--- config.mk ---
export PLATFORM = sky130hd
export DESIGN_NAME = ssd_scan_ctrl_flat
export DESIGN_NICKNAME = d
export VERILOG_FILES = /design/src/rtl/ssd_scan_if.sv /design/src/rtl/ssd_scan_ctrl.sv /design/src/flat_wrapper.sv
export SDC_FILE = /design/constraint.sdc
export NUM_CORES = 1
export LEC_CHECK = 0
export BUFFER_PORTS_ARGS = -buffer_cell sky130_fd_sc_hd__buf_2
export CAP_MARGIN = 20
export CORE_ASPECT_RATIO = 0.5
export CORE_MARGIN = 10
export CORE_UTILIZATION = 30
export CTS_CLUSTER_DIAMETER = 50
export DETAILED_ROUTE_END_ITERATION = 12
export GPL_TIMING_DRIVEN = 0
export PLACE_DENSITY = 0.49
export SLEW_MARGIN = 30
export SYNTH_ARGS = -nofsm -noshare
export SYNTH_HDL_FRONTEND = slang
export SYNTH_SLANG_ARGS = --single-unit
--- constraint.sdc ---
create_clock -name clk -period 2.5 [get_ports clk]
set_clock_uncertainty 0.05 [all_clocks]
set_input_delay 0.375 -clock clk [delete_from_list [all_inputs] [get_ports clk]]
set_output_delay 0.375 -clock clk [all_outputs]
set_load 0.02 [all_outputs]
--- src/rtl/ssd_scan_if.sv ---
// Signal bundle between a display client and the seven-segment scan controller.
// The client side (master) drives the data and live controls; the controller drives the pins and pulses.
interface ssd_scan_if #(
  parameter int NUM_DIGITS = 8
);
  logic                    load;
  logic [4*NUM_DIGITS-1:0] value_in;
  logic [NUM_DIGITS-1:0]   dp_in;
  logic [NUM_DIGITS-1:0]   digit_en;
  logic                    lz_blank;
  logic [NUM_DIGITS-1:0]   an;
  logic [6:0]              seg;
  logic                    dp;
  logic                    frame_tick;
  logic                    load_ack;

  modport master (
    output load, value_in, dp_in, digit_en, lz_blank,
    input  an, seg, dp, frame_tick, load_ack
  );

  modport slave (
    input  load, value_in, dp_in, digit_en, lz_blank,
    output an, seg, dp, frame_tick, load_ack
  );
endinterface

--- src/rtl/ssd_scan_ctrl.sv ---
// Multiplexed seven-segment scanner with frame-synchronous shadow buffering.
// Pin outputs are registered one cycle behind the scan state; load is always accepted (latest wins).
module ssd_scan_ctrl #(
  parameter int NUM_DIGITS    = 8,
  parameter int SCAN_DIV_BITS = 17,
  parameter int BLANK_CYCLES  = 64
) (
  input  logic        clk,
  input  logic        Reset,
  ssd_scan_if.slave   bus
);
  localparam int IDX_W = (NUM_DIGITS > 1) ? $clog2(NUM_DIGITS) : 1;
  localparam logic [IDX_W-1:0]         LAST_IDX  = IDX_W'(NUM_DIGITS - 1);
  localparam logic [SCAN_DIV_BITS-1:0] CNT_MAX   = '1;
  localparam logic [SCAN_DIV_BITS-1:0] BLANK_CNT = SCAN_DIV_BITS'(BLANK_CYCLES);

  logic [SCAN_DIV_BITS-1:0] cnt_q, cnt_d;
  logic [IDX_W-1:0]         idx_q, idx_d;
  logic [4*NUM_DIGITS-1:0]  act_val_q, act_val_d, pend_val_q, pend_val_d;
  logic [NUM_DIGITS-1:0]    act_dp_q, act_dp_d, pend_dp_q, pend_dp_d;
  logic                     pend_vld_q, pend_vld_d;
  logic [NUM_DIGITS-1:0]    an_q, an_d;
  logic [6:0]               seg_q, seg_d;
  logic                     dp_q, dp_d;
  logic                     frame_tick_q, frame_tick_d;
  logic                     load_ack_q, load_ack_d;
  logic                     boundary;

  // Scan position and shadow/active buffer management
  always_comb begin
    boundary   = (cnt_q == CNT_MAX) && (idx_q == LAST_IDX);
    cnt_d      = cnt_q + 1'b1;
    idx_d      = idx_q;
    if (cnt_q == CNT_MAX) begin
      idx_d = (idx_q == LAST_IDX) ? '0 : idx_q + 1'b1;
    end
    act_val_d  = act_val_q;
    act_dp_d   = act_dp_q;
    pend_val_d = pend_val_q;
    pend_dp_d  = pend_dp_q;
    pend_vld_d = pend_vld_q;
    if (boundary) begin
      if (bus.load) begin
        act_val_d = bus.value_in;
        act_dp_d  = bus.dp_in;
      end else if (pend_vld_q) begin
        act_val_d = pend_val_q;
        act_dp_d  = pend_dp_q;
      end
      pend_vld_d = 1'b0;
    end else if (bus.load) begin
      pend_val_d = bus.value_in;
      pend_dp_d  = bus.dp_in;
      pend_vld_d = 1'b1;
    end
    frame_tick_d = boundary;
    load_ack_d   = boundary && (bus.load || pend_vld_q);
  end

  logic [3:0] nib;
  logic       cur_dp, cur_en, cur_supp, zero_above, lit;
  logic [6:0] seg_dec;

  // A digit is suppressed when it and every digit to its left are zero
  always_comb begin
    nib        = 4'h0;
    cur_dp     = 1'b0;
    cur_en     = 1'b0;
    cur_supp   = 1'b0;
    zero_above = 1'b1;
    for (int i = NUM_DIGITS - 1; i >= 0; i--) begin
      zero_above = zero_above && (act_val_q[4*i +: 4] == 4'h0);
      if (idx_q == IDX_W'(i)) begin
        nib      = act_val_q[4*i +: 4];
        cur_dp   = act_dp_q[i];
        cur_en   = bus.digit_en[i];
        cur_supp = bus.lz_blank && zero_above && (i != 0);
      end
    end
    lit = (cnt_q >= BLANK_CNT) && cur_en && !cur_supp;

    seg_dec = 7'h7f;
    case (nib)
      4'h0: seg_dec = 7'b0000001;
      4'h1: seg_dec = 7'b1001111;
      4'h2: seg_dec = 7'b0010010;
      4'h3: seg_dec = 7'b0000110;
      4'h4: seg_dec = 7'b1001100;
      4'h5: seg_dec = 7'b0100100;
      4'h6: seg_dec = 7'b0100000;
      4'h7: seg_dec = 7'b0001111;
      4'h8: seg_dec = 7'b0000000;
      4'h9: seg_dec = 7'b0000100;
      4'hA: seg_dec = 7'b0001000;
      4'hB: seg_dec = 7'b1100000;
      4'hC: seg_dec = 7'b0110001;
      4'hD: seg_dec = 7'b1000010;
      4'hE: seg_dec = 7'b0110000;
      4'hF: seg_dec = 7'b0111000;
      default: seg_dec = 7'h7f;
    endcase

    for (int i = 0; i < NUM_DIGITS; i++) begin
      an_d[i] = !(lit && (idx_q == IDX_W'(i)));
    end
    seg_d = lit ? seg_dec : 7'h7f;
    dp_d  = lit ? ~cur_dp : 1'b1;
  end

  always_ff @(posedge clk) begin
    if (Reset) begin
      cnt_q        <= '0;
      idx_q        <= '0;
      act_val_q    <= '0;
      act_dp_q     <= '0;
      pend_val_q   <= '0;
      pend_dp_q    <= '0;
      pend_vld_q   <= 1'b0;
      an_q         <= '1;
      seg_q        <= 7'h7f;
      dp_q         <= 1'b1;
      frame_tick_q <= 1'b0;
      load_ack_q   <= 1'b0;
    end else begin
      cnt_q        <= cnt_d;
      idx_q        <= idx_d;
      act_val_q    <= act_val_d;
      act_dp_q     <= act_dp_d;
      pend_val_q   <= pend_val_d;
      pend_dp_q    <= pend_dp_d;
      pend_vld_q   <= pend_vld_d;
      an_q         <= an_d;
      seg_q        <= seg_d;
      dp_q         <= dp_d;
      frame_tick_q <= frame_tick_d;
      load_ack_q   <= load_ack_d;
    end
  end

  assign bus.an         = an_q;
  assign bus.seg        = seg_q;
  assign bus.dp         = dp_q;
  assign bus.frame_tick = frame_tick_q;
  assign bus.load_ack   = load_ack_q;
endmodule

--- src/flat_wrapper.sv ---
// flat-port wrapper written by rule: the top's interface ports become plain ports
module ssd_scan_ctrl_flat 
#(
  parameter int NUM_DIGITS    = 8,
  parameter int SCAN_DIV_BITS = 17,
  parameter int BLANK_CYCLES  = 64
)
  (clk, Reset, bus_load, bus_value_in, bus_dp_in, bus_digit_en, bus_lz_blank, bus_an, bus_seg, bus_dp, bus_frame_tick, bus_load_ack);
  ssd_scan_if #(.NUM_DIGITS(NUM_DIGITS)) bus_i ();
  input  logic clk;
  input  logic Reset;
  input wire logic [$bits(bus_i.load)-1:0] bus_load;
  input wire logic [$bits(bus_i.value_in)-1:0] bus_value_in;
  input wire logic [$bits(bus_i.dp_in)-1:0] bus_dp_in;
  input wire logic [$bits(bus_i.digit_en)-1:0] bus_digit_en;
  input wire logic [$bits(bus_i.lz_blank)-1:0] bus_lz_blank;
  output wire logic [$bits(bus_i.an)-1:0] bus_an;
  output wire logic [$bits(bus_i.seg)-1:0] bus_seg;
  output wire logic [$bits(bus_i.dp)-1:0] bus_dp;
  output wire logic [$bits(bus_i.frame_tick)-1:0] bus_frame_tick;
  output wire logic [$bits(bus_i.load_ack)-1:0] bus_load_ack;
  assign bus_i.load = bus_load;
  assign bus_i.value_in = bus_value_in;
  assign bus_i.dp_in = bus_dp_in;
  assign bus_i.digit_en = bus_digit_en;
  assign bus_i.lz_blank = bus_lz_blank;
  assign bus_an = bus_i.an;
  assign bus_seg = bus_i.seg;
  assign bus_dp = bus_i.dp;
  assign bus_frame_tick = bus_i.frame_tick;
  assign bus_load_ack = bus_i.load_ack;
  ssd_scan_ctrl #(.NUM_DIGITS(NUM_DIGITS), .SCAN_DIV_BITS(SCAN_DIV_BITS), .BLANK_CYCLES(BLANK_CYCLES)) u_core (.clk(clk), .Reset(Reset), .bus(bus_i));
endmodule
==> results.md, run 1 <==
- WP data arrival: 2700 ps
- Post-synthesis cell area: 5670 µm²
- Worst slew pin tran: 804 ps
- DRT antenna net count: 0
- Initial antenna violation count: 1
- Critical Path RT: 2730 ps
- Met2 Resource Use GR: 20.9%
- Via density: 4.85
- Max-cap violations: 0
- Worst min-delay path category: primary input to flip-flop
- Syn Inst Count: 657
- Shortest period the worst path allows: 2460 ps
- RSZ-0062 raised after global routing: yes
- Clk root buf: clkbuf_16
- Met3 usage: 2.59%
- Final Hold Viols: 0
- Comb pwr share: 5.4%
- P&R area growth vs syn: 32.2%
- Drt total wl: 17.6 mm
- Compound-gate portion of the synthesized area: 18.5%
- Num CTS Buffers: 17
- Routed via count: 5055
- Post-synth cell types: 63
- Largest net degree at the start of global routing: 17
- Number of port buffers: 67
- Io pins: 70
- Clock transition at path regs: 60 ps
- Tot GR Track Use: 13.5%
- Num rows: 35
- Slew headroom: 46.4%
- Core area: 18500 µm²
- Xor/xnor share of the synthesized area: 2.16%
- Max Clk Rate: 0.406 GHz
- Maximum vdd ir drop: 0.460 mV
- Worst path cell trace: inv_1 -> ha_1 -> buf_6 -> buf_8 -> buf_8 -> nand3b_1 -> o2111ai_2 -> a21o_1 -> ha_2 -> a21boi_2 -> a211oi_2 -> o21ai_1
- Synth top area share: 42.0%
- Met1 Track Usage GR: 18.6%
- Syn nets: 724
- Sw frac: 24.7%
- Max Fanout on Critical Path: 10
- Async set-reset flop share out of synthesis: 0%
- CP Launch Type: flip-flop
- Post-synthesis register bit count: 119
- Cell mode on critical path: buf_8
- Hpwl dp: 12.7 mm
- Crit path max-delay cell type: dfxtp_4
- Final worst-path cycle share: 98.6%
- Worst-Skew Late Latency: 410 ps
- Post-layout net count: 838
- Yosys warns: 0
- Reg power frac: 41.7%
- CTS H-Tree Depth: 4
- Pint: 0.00352 W
- GRT overflow: 0
- Cell family contributing the most delay on the critical path: compound AO/OA/AOI/OAI gates
- Initial Util: 30.7%
- Largest family of logic cells by synthesized area: simple AND/OR/NAND/NOR gates
- Synth Flop Type: dfxtp_1
- DRC violations left: 0
- Post-synthesis mux area share: 7.60%
- Die height: 117 µm
- Power Dens Cells: 624 nW/µm²
- Leak pwr: 2.90 nW
- Synth Area in Simple Gates: 20.2%
- CP Buf/Inv Count: 4
- CTS tree: yes
- Pins Over Slew Limit: 0
- # hold bufs at CTS: 0
- Clk buf depth: 2
- Top-count cell post-synth: dfxtp_1
- Sum of negative setup slack: 0 ps
- Mean routed wirelength per cell: 16.9 µm
- Post-synth EDFFs: 0
- Vias in the first global route: 4858
- Number of diodes: 0
- CTS sink cnt: 119
- Sw Pwr: 0.00115 W
- Post-synth top area cell: dfxtp_1
- Final Setup Violations: 0
- Die Area: 25100 µm²
- Adder-cell area share of the yosys netlist: 3.31%
- Top cells by count, synth: 119 x dfxtp_1, 101 x nand2_1, 74 x nor2_1
- Critical Path End Type: flip-flop
- DRT iter0 DRCs: 302
- GRT Max-Usage Layer: met2
- Final hold slack: 157 ps
- Final Wtd Congestion: 0.890
- Status: finished clean
- TritonRoute pass-1 iters: 6
- Design Power: 0.00468 W
- First-pass GRT wire length: 26.6 mm
- CP peak stage delay: 380 ps
- Mean Syn Cell Area: 8.62 µm²
- Die width: 214 µm
- Synth top area cells: dfxtp_1 42%, mux2i_1 7.6%, nand2_1 6.7%, a211oi_1 6.1%, a21oi_1 4.9%
- Ratio of cells with drive above 1 in the final layout: 28.6%
- Sequential-to-total area share from yosys stat: 42.0%
- Finished Core Util: 40.5%
- Clock share of power: 52.9%
- Category of the most critical setup path: flip-flop to flip-flop
state kept, by name (all words and copies together), names as in the netlist:
signal,flops
u_core.act_val_q,32
u_core.pend_val_q,32
u_core.cnt_q,17
u_core.act_dp_q,8
u_core.bus.an,8
u_core.pend_dp_q,8
u_core.bus.seg,7
u_core.idx_q,3
u_core.bus.dp,1
u_core.bus.frame_tick,1
u_core.bus.load_ack,1
u_core.pend_vld_q,1
power by group through the flow:
stage | Clock (W) | Combinational [W] | Sequential (W)
floorplan | 0 | 0.000142 | 0.00199
global placement | 0 | 0.000241 | 0.00200
detailed placement | 0 | 0.000245 | 0.00200
CTS | 0.00252 | 0.000250 | 0.00195
global route | 0.00261 | 0.000282 | 0.00196
finish | 0.00247 | 0.000251 | 0.00195
through the flow:
step / cells / area, µm² / worst slack (ps)
2_1_floorplan: 657 / 5670 / -56.8
3_3_place_gp: 983 / 6330 / -829
3_5_place_dp: 983 / 6330 / -832
4_1_cts: 1023 / 7140 / 3.58
5_1_grt: 1043 / 7490 / -80.4
6_report: 1043 / 7490 / 35.2
timing repair:
| item | CTS | global route |
|---|---|---|
| setup endpoints to repair | 93 | 93 |
| pin swaps | 6 | 16 |
| setup buffers | 8 | 17 |
| gates cloned | 0 | 5 |
| gates resized for setup | 60 | 61 |
worst register-to-register path: stages (launching register included):
cell and delay (ps):
dfxtp_4 380, inv_1 70, ha_1 190, buf_6 150
buf_8 150, buf_8 140, nand3b_1 120, o2111ai_2 160
a21o_1 290, ha_2 220, a21boi_2 170, a211oi_2 170
o21ai_1 70
metal layers:
metal	share of wire [%]	vias up
met1	51	2406
met2	44	92
met3	3.8	18
met5	0.063	-
li1	-	2537
met4	1.0	2
cells in the final DEF, fill, tap and decap left out, types with 4 or more instances in the layout:
cell type / instances
clkbuf_16: 17
nor3_1: 4
a211oi_1: 43
dfxtp_1: 112
nor2_1: 71
buf_4: 30
nor2b_1: 7
nand3_1: 16
nand4_1: 5
clkbuf_2: 4
clkinvlp_4: 4
dfxtp_2: 4
mux2i_1: 43
nand2_1: 100
buf_2: 70
inv_1: 8
xor2_1: 12
buf_8: 6
clkbuf_1: 18
nand2_2: 4
nand3_2: 4
ha_4: 6
o21ai_0: 6
buf_6: 13
nor4_1: 7
inv_6: 6
a21oi_1: 53
nand3b_1: 7
ha_1: 7
cell families (layout without fill, tap and decap cells):
logic type,count (synthesis),count (layout)
flip-flops,119,119
AND/OR/NAND/NOR,249,250
multiplexers,43,43
XOR/XNOR,14,14
buffers and inverters,65,191
adder cells (fa/ha/maj),15,15
AO/OA/AOI/OAI,152,152
worst paths after layout:
path | startpoint | slack [ps] | endpoint | cells after the start
max | u_core.idx_q[1] | 40 | u_core.bus.seg[3] | 12
min | bus_dp_in[6] | 160 | u_core.pend_dp_q[6] | 3
max reg2reg | u_core.idx_q[1] | 40 | u_core.bus.seg[3] | 12
min reg2reg | u_core.pend_val_q[28] | 400 | u_core.pend_val_q[28] | 2
cell type report:
class / count / area [µm²]
fill: 1897 / 11000
multi-input combinational: 474 / 3180
sequential: 119 / 2400
timing repair buffer: 96 / 566
clock buffer: 17 / 425
buffer: 50 / 380
tap: 259 / 324
clock inverter: 15 / 164
inverter: 13 / 58.8
(Power assumes the default switching activity.)
==> run 2: changes to the inputs <==
--- a/config.mk
+++ b/config.mk
@@ -5,7 +5,7 @@
 export SDC_FILE = /design/constraint.sdc
 export NUM_CORES = 1
 export LEC_CHECK = 0
-export BUFFER_PORTS_ARGS = -buffer_cell sky130_fd_sc_hd__buf_2
+export BUFFER_PORTS_ARGS = -buffer_cell sky130_fd_sc_hd__buf_4
 export CAP_MARGIN = 20
 export CORE_ASPECT_RATIO = 0.5
 export CORE_MARGIN = 10
@@ -14,6 +14,7 @@
 export DETAILED_ROUTE_END_ITERATION = 12
 export GPL_TIMING_DRIVEN = 0
 export PLACE_DENSITY = 0.49
+export REMOVE_ABC_BUFFERS = 1
 export SLEW_MARGIN = 30
 export SYNTH_ARGS = -nofsm -noshare
 export SYNTH_HDL_FRONTEND = slang
==> results.md, run 2 (synthesized netlist as in run 1, its figures left out) <==
- Drt total wl: 16.6 mm (was 17.6 mm)
- Seq. cell area: 2400 µm² (unchanged)
- Final worst-path cycle share: 101% (was 98.6%)
- Reg-to-Reg End: u_core.bus.seg[3] (unchanged)
- Failing checks: negative setup slack
- DRC violations left: 0 (unchanged)
- Design Power: 0.00487 W (was 0.00468 W)
- R2R setup slack: -20 ps (was 40 ps)
- Hold Crit Depth: 3 (unchanged)
- Pins Over Slew Limit: 0 (unchanged)
- Number of diodes: 0 (unchanged)
- R2r worst-path depth: 12 (unchanged)
- Critical Path End Type: flip-flop (unchanged)
- CTS sink cnt: 119 (unchanged)
- Hpwl dp: 10.2 mm (was 12.7 mm)
- Final Setup Violations: 1 (was 0)
- Most frequent cells in the layout: 112 x dfxtp_1, 104 x buf_4, 98 x nand2_1, 68 x nor2_1, 53 x a21oi_1 (was 112 x dfxtp_1, 100 x nand2_1, 71 x nor2_1, 70 x buf_2, 53 x a21oi_1)
- Hold path start: bus_value_in[21] (was bus_dp_in[6])
- Vias in the first global route: 4677 (was 4858)
- Shortest period the worst path allows: 2520 ps (was 2460 ps)
- Core area: 18500 µm² (unchanged)
- # hold bufs at CTS: 0 (unchanged)
- Final Hold Viols: 0 (unchanged)
- Ratio of cells with drive above 1 in the final layout: 31.5% (was 28.6%)
- Initial Util: 30.7% (unchanged)
- Power Dens Cells: 619 nW/µm² (was 624 nW/µm²)
- CTS H-Tree Depth: 4 (unchanged)
- Worst min-delay path category: primary input to flip-flop (unchanged)
- Final Non-Filler Cells: 1020 (was 1043)
- WP data arrival: 2760 ps (was 2700 ps)
- Leak pwr: 3.05 nW (was 2.90 nW)
- Io pins: 70 (unchanged)
- Critical Path RT: 2740 ps (was 2730 ps)
- Status: complete, but fails checks (was finished clean)
- Clk root buf: clkbuf_16 (unchanged)
- Num rows: 35 (unchanged)
- Setup WS pre-CTS: -1090 ps (was -832 ps)
- Maximum vdd ir drop: 0.406 mV (was 0.460 mV)
- Footprint of the multi-input gates: 3260 µm² (was 3180 µm²)
- Max-cap violations: 0 (unchanged)
- Finished Core Util: 42.6% (was 40.5%)
- Biggest regs: u_core.act_val_q x32, u_core.pend_val_q x32, u_core.cnt_q x17 (unchanged)
- DRT iter0 DRCs: 279 (was 302)
- Mean routed wirelength per cell: 16.2 µm (was 16.9 µm)
- CTS tree: yes (unchanged)
- First-pass GRT wire length: 25.5 mm (was 26.6 mm)
- Worst slew pin tran: 851 ps (was 804 ps)
- Category of the most critical setup path: flip-flop to flip-flop (unchanged)
- Final Wtd Congestion: 0.789 (was 0.890)
- Die width: 214 µm (unchanged)
- Num CTS Buffers: 17 (unchanged)
- Largest net degree at the start of global routing: 105 (was 17)
- CP Launch Type: flip-flop (unchanged)
- Hold EP: u_core.pend_val_q[21] (was u_core.pend_dp_q[6])
- Worst-Skew Late Latency: 420 ps (was 410 ps)
- Via density: 4.87 (was 4.85)
- Number of port buffers: 69 (was 67)
- Clk buf depth: 2 (unchanged)
- Die height: 117 µm (unchanged)
- P&R area growth vs syn: 38.9% (was 32.2%)
- Post-layout net count: 815 (was 838)
- FF-to-FF Start: u_core.idx_q[1] (unchanged)
- Clock transition at path regs: 60 ps (about the same)
- TritonRoute pass-1 iters: 4 (was 6)
- Routed via count: 4972 (was 5055)
- Final Worst Setup Slack: -15.1 ps (was 35.2 ps)
- Tot GR Track Use: 12.5% (was 13.5%)
- Max Fanout on Critical Path: 5 (was 10)
- DRT antenna net count: 0 (unchanged)
- Placed insts: 938 (was 983)
- Initial antenna violation count: 0 (was 1)
- FILL cells: 1853 (was 1897)
- Die Area: 25100 µm² (unchanged)
- RSZ-0062 raised after global routing: yes (unchanged)
- Max Clk Rate: 0.398 GHz (was 0.406 GHz)
- Slew headroom: 43.3% (was 46.4%)
- Sum of negative setup slack: -15.1 ps (was 0 ps)
- GRT overflow: 0 (unchanged)
- Commonest non-fill, non-tap cell in the layout: dfxtp_1 (unchanged)
==> run 2: cell count changes in the layout (fill, tap and decap cells not counted), moves of 4 or more <==
cell,previous run,this run
buf_16,0,5
buf_8,6,1
inv_6,6,2
buf_4,30,104
a211oi_1,43,38
buf_2,70,0
clkbuf_1,18,0
buf_6,13,6
clkbuf_2,4,0
a211oi_2,3,8
==> run 2: cell type report <==
| cell class | instances | share of cell area (%) |
|---|---|---|
| clock inverters | 14 | 2.53 |
| multi-input cells | 473 | 41.4 |
| clock buffers | 18 | 5.58 |
| inverters | 13 | 0.795 |
| flip-flops and latches | 119 | 30.5 |
| well taps | 259 | 4.12 |
| repair buffers | 124 | 15.1 |
==> run 2: critical path, stage by stage (launching register included) <==
cell and delay, ps:
dfxtp_4 380, buf_6 100, ha_4 150, ha_4 180
and3b_2 260, a221oi_4 370, a21o_1 280, buf_4 150
inv_1 50, ha_2 170, inv_2 50, o211a_1 150
o21ai_1 70
==> run 2: routing by layer <==
layer	track usage (%)	vias to the layer above	wire [µm]	share of wire, %
met2	19.6	90	7740	47
met5	0	-	0	0
met4	3.47	0	114	0.69
met3	3.10	9	637	3.8
li1	-	2501	-	-
met1	16.7	2372	8070	49
==> run 2: repair_timing <==
action,in CTS,in global routing
resized for setup,39,52
gates cloned,2,3
buffers inserted,16,29
setup endpoints to repair,95,40
pin swaps,9,28
==> run 2: power by group <==
part	leakage [nW]	internal [W]	switching (W)
Sequential	0.972	0.00193	0.0000191
Combinational	1.77	0.000120	0.000139
Clock	0.299	0.00170	0.000954
==> run 2: through the flow <==
step	instance area, µm²	hold slack, ps
2_1_floorplan	5370	376
3_3_place_gp	6210	391
3_5_place_dp	6360	396
4_1_cts	7360	151
5_1_grt	7870	158
6_report	7870	163
==> run 2: worst max-delay path by stage <==
stage | startpoint | end | slack, ps | cells past startpoint
after CTS | u_core.idx_q[1] | u_core.bus.seg[3] | -30 | 10
after global routing | u_core.idx_q[1] | u_core.bus.seg[3] | -90 | 10
after floorplan | u_core.cnt_q[3] | u_core.act_dp_q[0] | -2070 | 9
after detailed placement | u_core.idx_q[2] | u_core.bus.seg[3] | -1090 | 10
final | u_core.idx_q[1] | u_core.bus.seg[3] | -20 | 12
after global placement | u_core.idx_q[2] | u_core.act_val_q[28] | -3720 | 4
==> run 3: changes to the inputs <==
--- a/config.mk
+++ b/config.mk
@@ -9,11 +9,11 @@
 export CAP_MARGIN = 20
 export CORE_ASPECT_RATIO = 0.5
 export CORE_MARGIN = 10
-export CORE_UTILIZATION = 30
+export CORE_UTILIZATION = 45
 export CTS_CLUSTER_DIAMETER = 50
 export DETAILED_ROUTE_END_ITERATION = 12
 export GPL_TIMING_DRIVEN = 0
-export PLACE_DENSITY = 0.49
+export PLACE_DENSITY = 0.68
 export REMOVE_ABC_BUFFERS = 1
 export SLEW_MARGIN = 30
 export SYNTH_ARGS = -nofsm -noshare
==> results.md, run 3 (synthesized netlist as in run 1, its figures left out) <==
- Status: finished clean (was complete, but fails checks)
- Met1 Track Usage GR: 21.0% (was 16.7%)
- Hold path start: bus_value_in[4] (was bus_value_in[21])
- CTS sink cnt: 119 (unchanged)
- Met3 usage: 4.91% (was 3.10%)
- Power Dens Cells: 639 nW/µm² (was 619 nW/µm²)
- First-pass GRT wire length: 24.6 mm (was 25.5 mm)
- Reg-to-Reg End: u_core.bus.an[2] (was u_core.bus.seg[3])
- Sum of negative setup slack: 0 ps (was -15.1 ps)
- Final hold slack: 156 ps (was 163 ps)
- DRC violations left: 0 (unchanged)
- Hold EP: u_core.pend_val_q[4] (was u_core.pend_val_q[21])
- Clk root buf: clkbuf_16 (unchanged)
- DRT antenna net count: 0 (unchanged)
- P&R area growth vs syn: 33.6% (was 38.9%)
- Critical Path End Type: flip-flop (unchanged)
- Worst slew pin tran: 809 ps (was 851 ps)
- Leak pwr: 2.97 nW (was 3.05 nW)
- Most frequent cells in the layout: 112 x dfxtp_1, 101 x buf_4, 98 x nand2_1, 72 x nor2_1, 54 x a21oi_1 (was 112 x dfxtp_1, 104 x buf_4, 98 x nand2_1, 68 x nor2_1, 53 x a21oi_1)
- Io pins: 70 (unchanged)
- CTS H-Tree Depth: 4 (unchanged)
- Final Wtd Congestion: 0.876 (was 0.789)
- CTS tree: yes (unchanged)
- Tot GR Track Use: 16.9% (was 12.5%)
- Via density: 5.68 (was 4.87)
- DRT iter0 DRCs: 520 (was 279)
- Initial Util: 47.0% (was 30.7%)
- Cell family contributing the most delay on the critical path: compound AO/OA/AOI/OAI gates (unchanged)
- Hpwl dp: 9.01 mm (was 10.2 mm)
- Final Worst Setup Slack: 4.83 ps (was -15.1 ps)
- Setup WS pre-CTS: -951 ps (was -1090 ps)
- Worst min-delay path category: primary input to flip-flop (unchanged)
- Slew headroom: 46.1% (was 43.3%)
- Worst path cell trace: inv_1 -> ha_4 -> clkbuf_8 -> a21oi_1 -> nor2_1 -> a221oi_2 -> o32a_1 -> a211oi_4 -> clkbuf_16 -> nand3_2 (was buf_6 -> ha_4 -> ha_4 -> and3b_2 -> a221oi_4 -> a21o_1 -> buf_4 -> inv_1 -> ha_2 -> inv_2 -> o211a_1 -> o21ai_1)
- Die Area: 17800 µm² (was 25100 µm²)
- R2r worst-path depth: 10 (was 12)
- Drt total wl: 16.6 mm (about the same)
- Critical Path RT: 2740 ps (about the same)
- Max Clk Rate: 0.401 GHz (was 0.398 GHz)
- Pins Over Slew Limit: 0 (unchanged)
- Final Hold Viols: 0 (unchanged)
- Shortest period the worst path allows: 2500 ps (was 2520 ps)
- Core area: 12100 µm² (was 18500 µm²)
- Ratio of cells with drive above 1 in the final layout: 28.3% (was 31.5%)
- CP Launch Type: flip-flop (unchanged)
- Die height: 99.3 µm (was 117 µm)
- Num CTS Buffers: 17 (unchanged)
- Max-cap violations: 0 (unchanged)
- FF-to-FF Start: u_core.idx_q[1] (unchanged)
- Number of port buffers: 69 (unchanged)
- Crit. path cell count: 10 (was 12)
- GRT overflow: 0 (unchanged)
- Max Fanout on Critical Path: 13 (was 5)
- Biggest regs: u_core.act_val_q x32, u_core.pend_val_q x32, u_core.cnt_q x17 (unchanged)
- Initial antenna violation count: 0 (unchanged)
- CP peak stage delay: 390 ps (was 380 ps)
- Hold Crit Depth: 3 (unchanged)
- Design Power: 0.00483 W (was 0.00487 W)
- Vias in the first global route: 4829 (was 4677)
- RSZ-0062 raised after global routing: yes (unchanged)
- Maximum vdd ir drop: 0.362 mV (was 0.406 mV)
- Number of diodes: 0 (unchanged)
- Mean routed wirelength per cell: 18.0 µm (was 16.2 µm)
- GRT Max-Usage Layer: met2 (unchanged)
- Clock transition at path regs: 60 ps (about the same)
- Die width: 179 µm (was 214 µm)
- Seq. cell area: 2400 µm² (about the same)
- Largest net degree at the start of global routing: 105 (unchanged)
- R2R setup slack: 5 ps (was -20 ps)
- Clk buf depth: 2 (unchanged)
- Post-layout net count: 809 (was 815)
- WP data arrival: 2740 ps (was 2760 ps)
- Routed via count: 5221 (was 4972)
- Final Setup Violations: 0 (was 1)
- Crit path max-delay cell type: a211oi_4 (was dfxtp_4)
- Num rows: 28 (was 35)
- Final worst-path cycle share: 99.8% (was 101%)
- Footprint of the multi-input gates: 3180 µm² (was 3260 µm²)
- CP Buf/Inv Count: 3 (was 4)
- FILL cells: 939 (was 1853)
- TritonRoute pass-1 iters: 5 (was 4)
- Worst-Skew Late Latency: 420 ps (about the same)
- Commonest non-fill, non-tap cell in the layout: dfxtp_1 (unchanged)
- Met2 Resource Use GR: 27.0% (was 19.6%)
- Category of the most critical setup path: flip-flop to flip-flop (unchanged)
==> run 3: per-layer routing <==
metal,wire [µm],share of wire [%]
met5,0,0
met3,1420,8.6
met4,358,2.2
met2,7650,46
met1,7130,43
==> run 3: final cells by class <==
type	count	share of cell area [%]
Clock buffer	20	6.03
Timing Repair Buffer	118	14.3
Sequential cell	119	31.8
Multi-Input combinational cell	473	42.0
Clock inverter	12	2.31
Inverter	13	0.777
Tap cell	165	2.73
==> run 3: report_power, final <==
part,total (W),switching [W],internal (W)
logic,0.000249,0.000134,0.000115
clock network,0.00263,0.000915,0.00172
registers,0.00195,0.0000196,0.00193
==> run 3: worst register-to-register path: cells and delay by family, from the launching register on <==
| family | cells | cell delay (ps) |
|---|---|---|
| AND/OR/NAND/NOR | 2 | 190 |
| AO/OA/AOI/OAI | 4 | 870 |
| buffers and inverters | 3 | 620 |
| adder cells (fa/ha/maj) | 1 | 270 |
| flip-flops | 1 | 370 |
==> run 3: worst max-delay path by stage <==
stage / startpoint / endpoint / slack, ps
finish: u_core.idx_q[1] / u_core.bus.an[2] / 5
global route: u_core.cnt_q[6] / u_core.act_dp_q[5] / -40
CTS: u_core.idx_q[1] / u_core.bus.seg[3] / -2
detailed placement: u_core.idx_q[2] / u_core.bus.seg[3] / -950
global placement: u_core.idx_q[2] / u_core.act_val_q[27] / -3440
floorplan: u_core.cnt_q[3] / u_core.act_dp_q[0] / -2070
==> run 3: what timing repair did <==
action,4_1_cts,5_1_grt
resized for setup,29,47
setup buffers,15,26
setup endpoints to repair,95,93
gates cloned,2,3
pin swaps,6,15
hold buffers,0,0
==> run 3: through the flow <==
| step | utilization, % | std cells | cell area (µm²) |
|---|---|---|---|
| final | 62.8 | 920 | 7570 |
| after global routing | 62.8 | 920 | 7570 |
| after detailed placement | 51.6 | 843 | 6210 |
| after global placement | 50.6 | 839 | 6090 |
| after CTS | 59.4 | 892 | 7160 |
| after floorplan | - | 605 | 5370 |
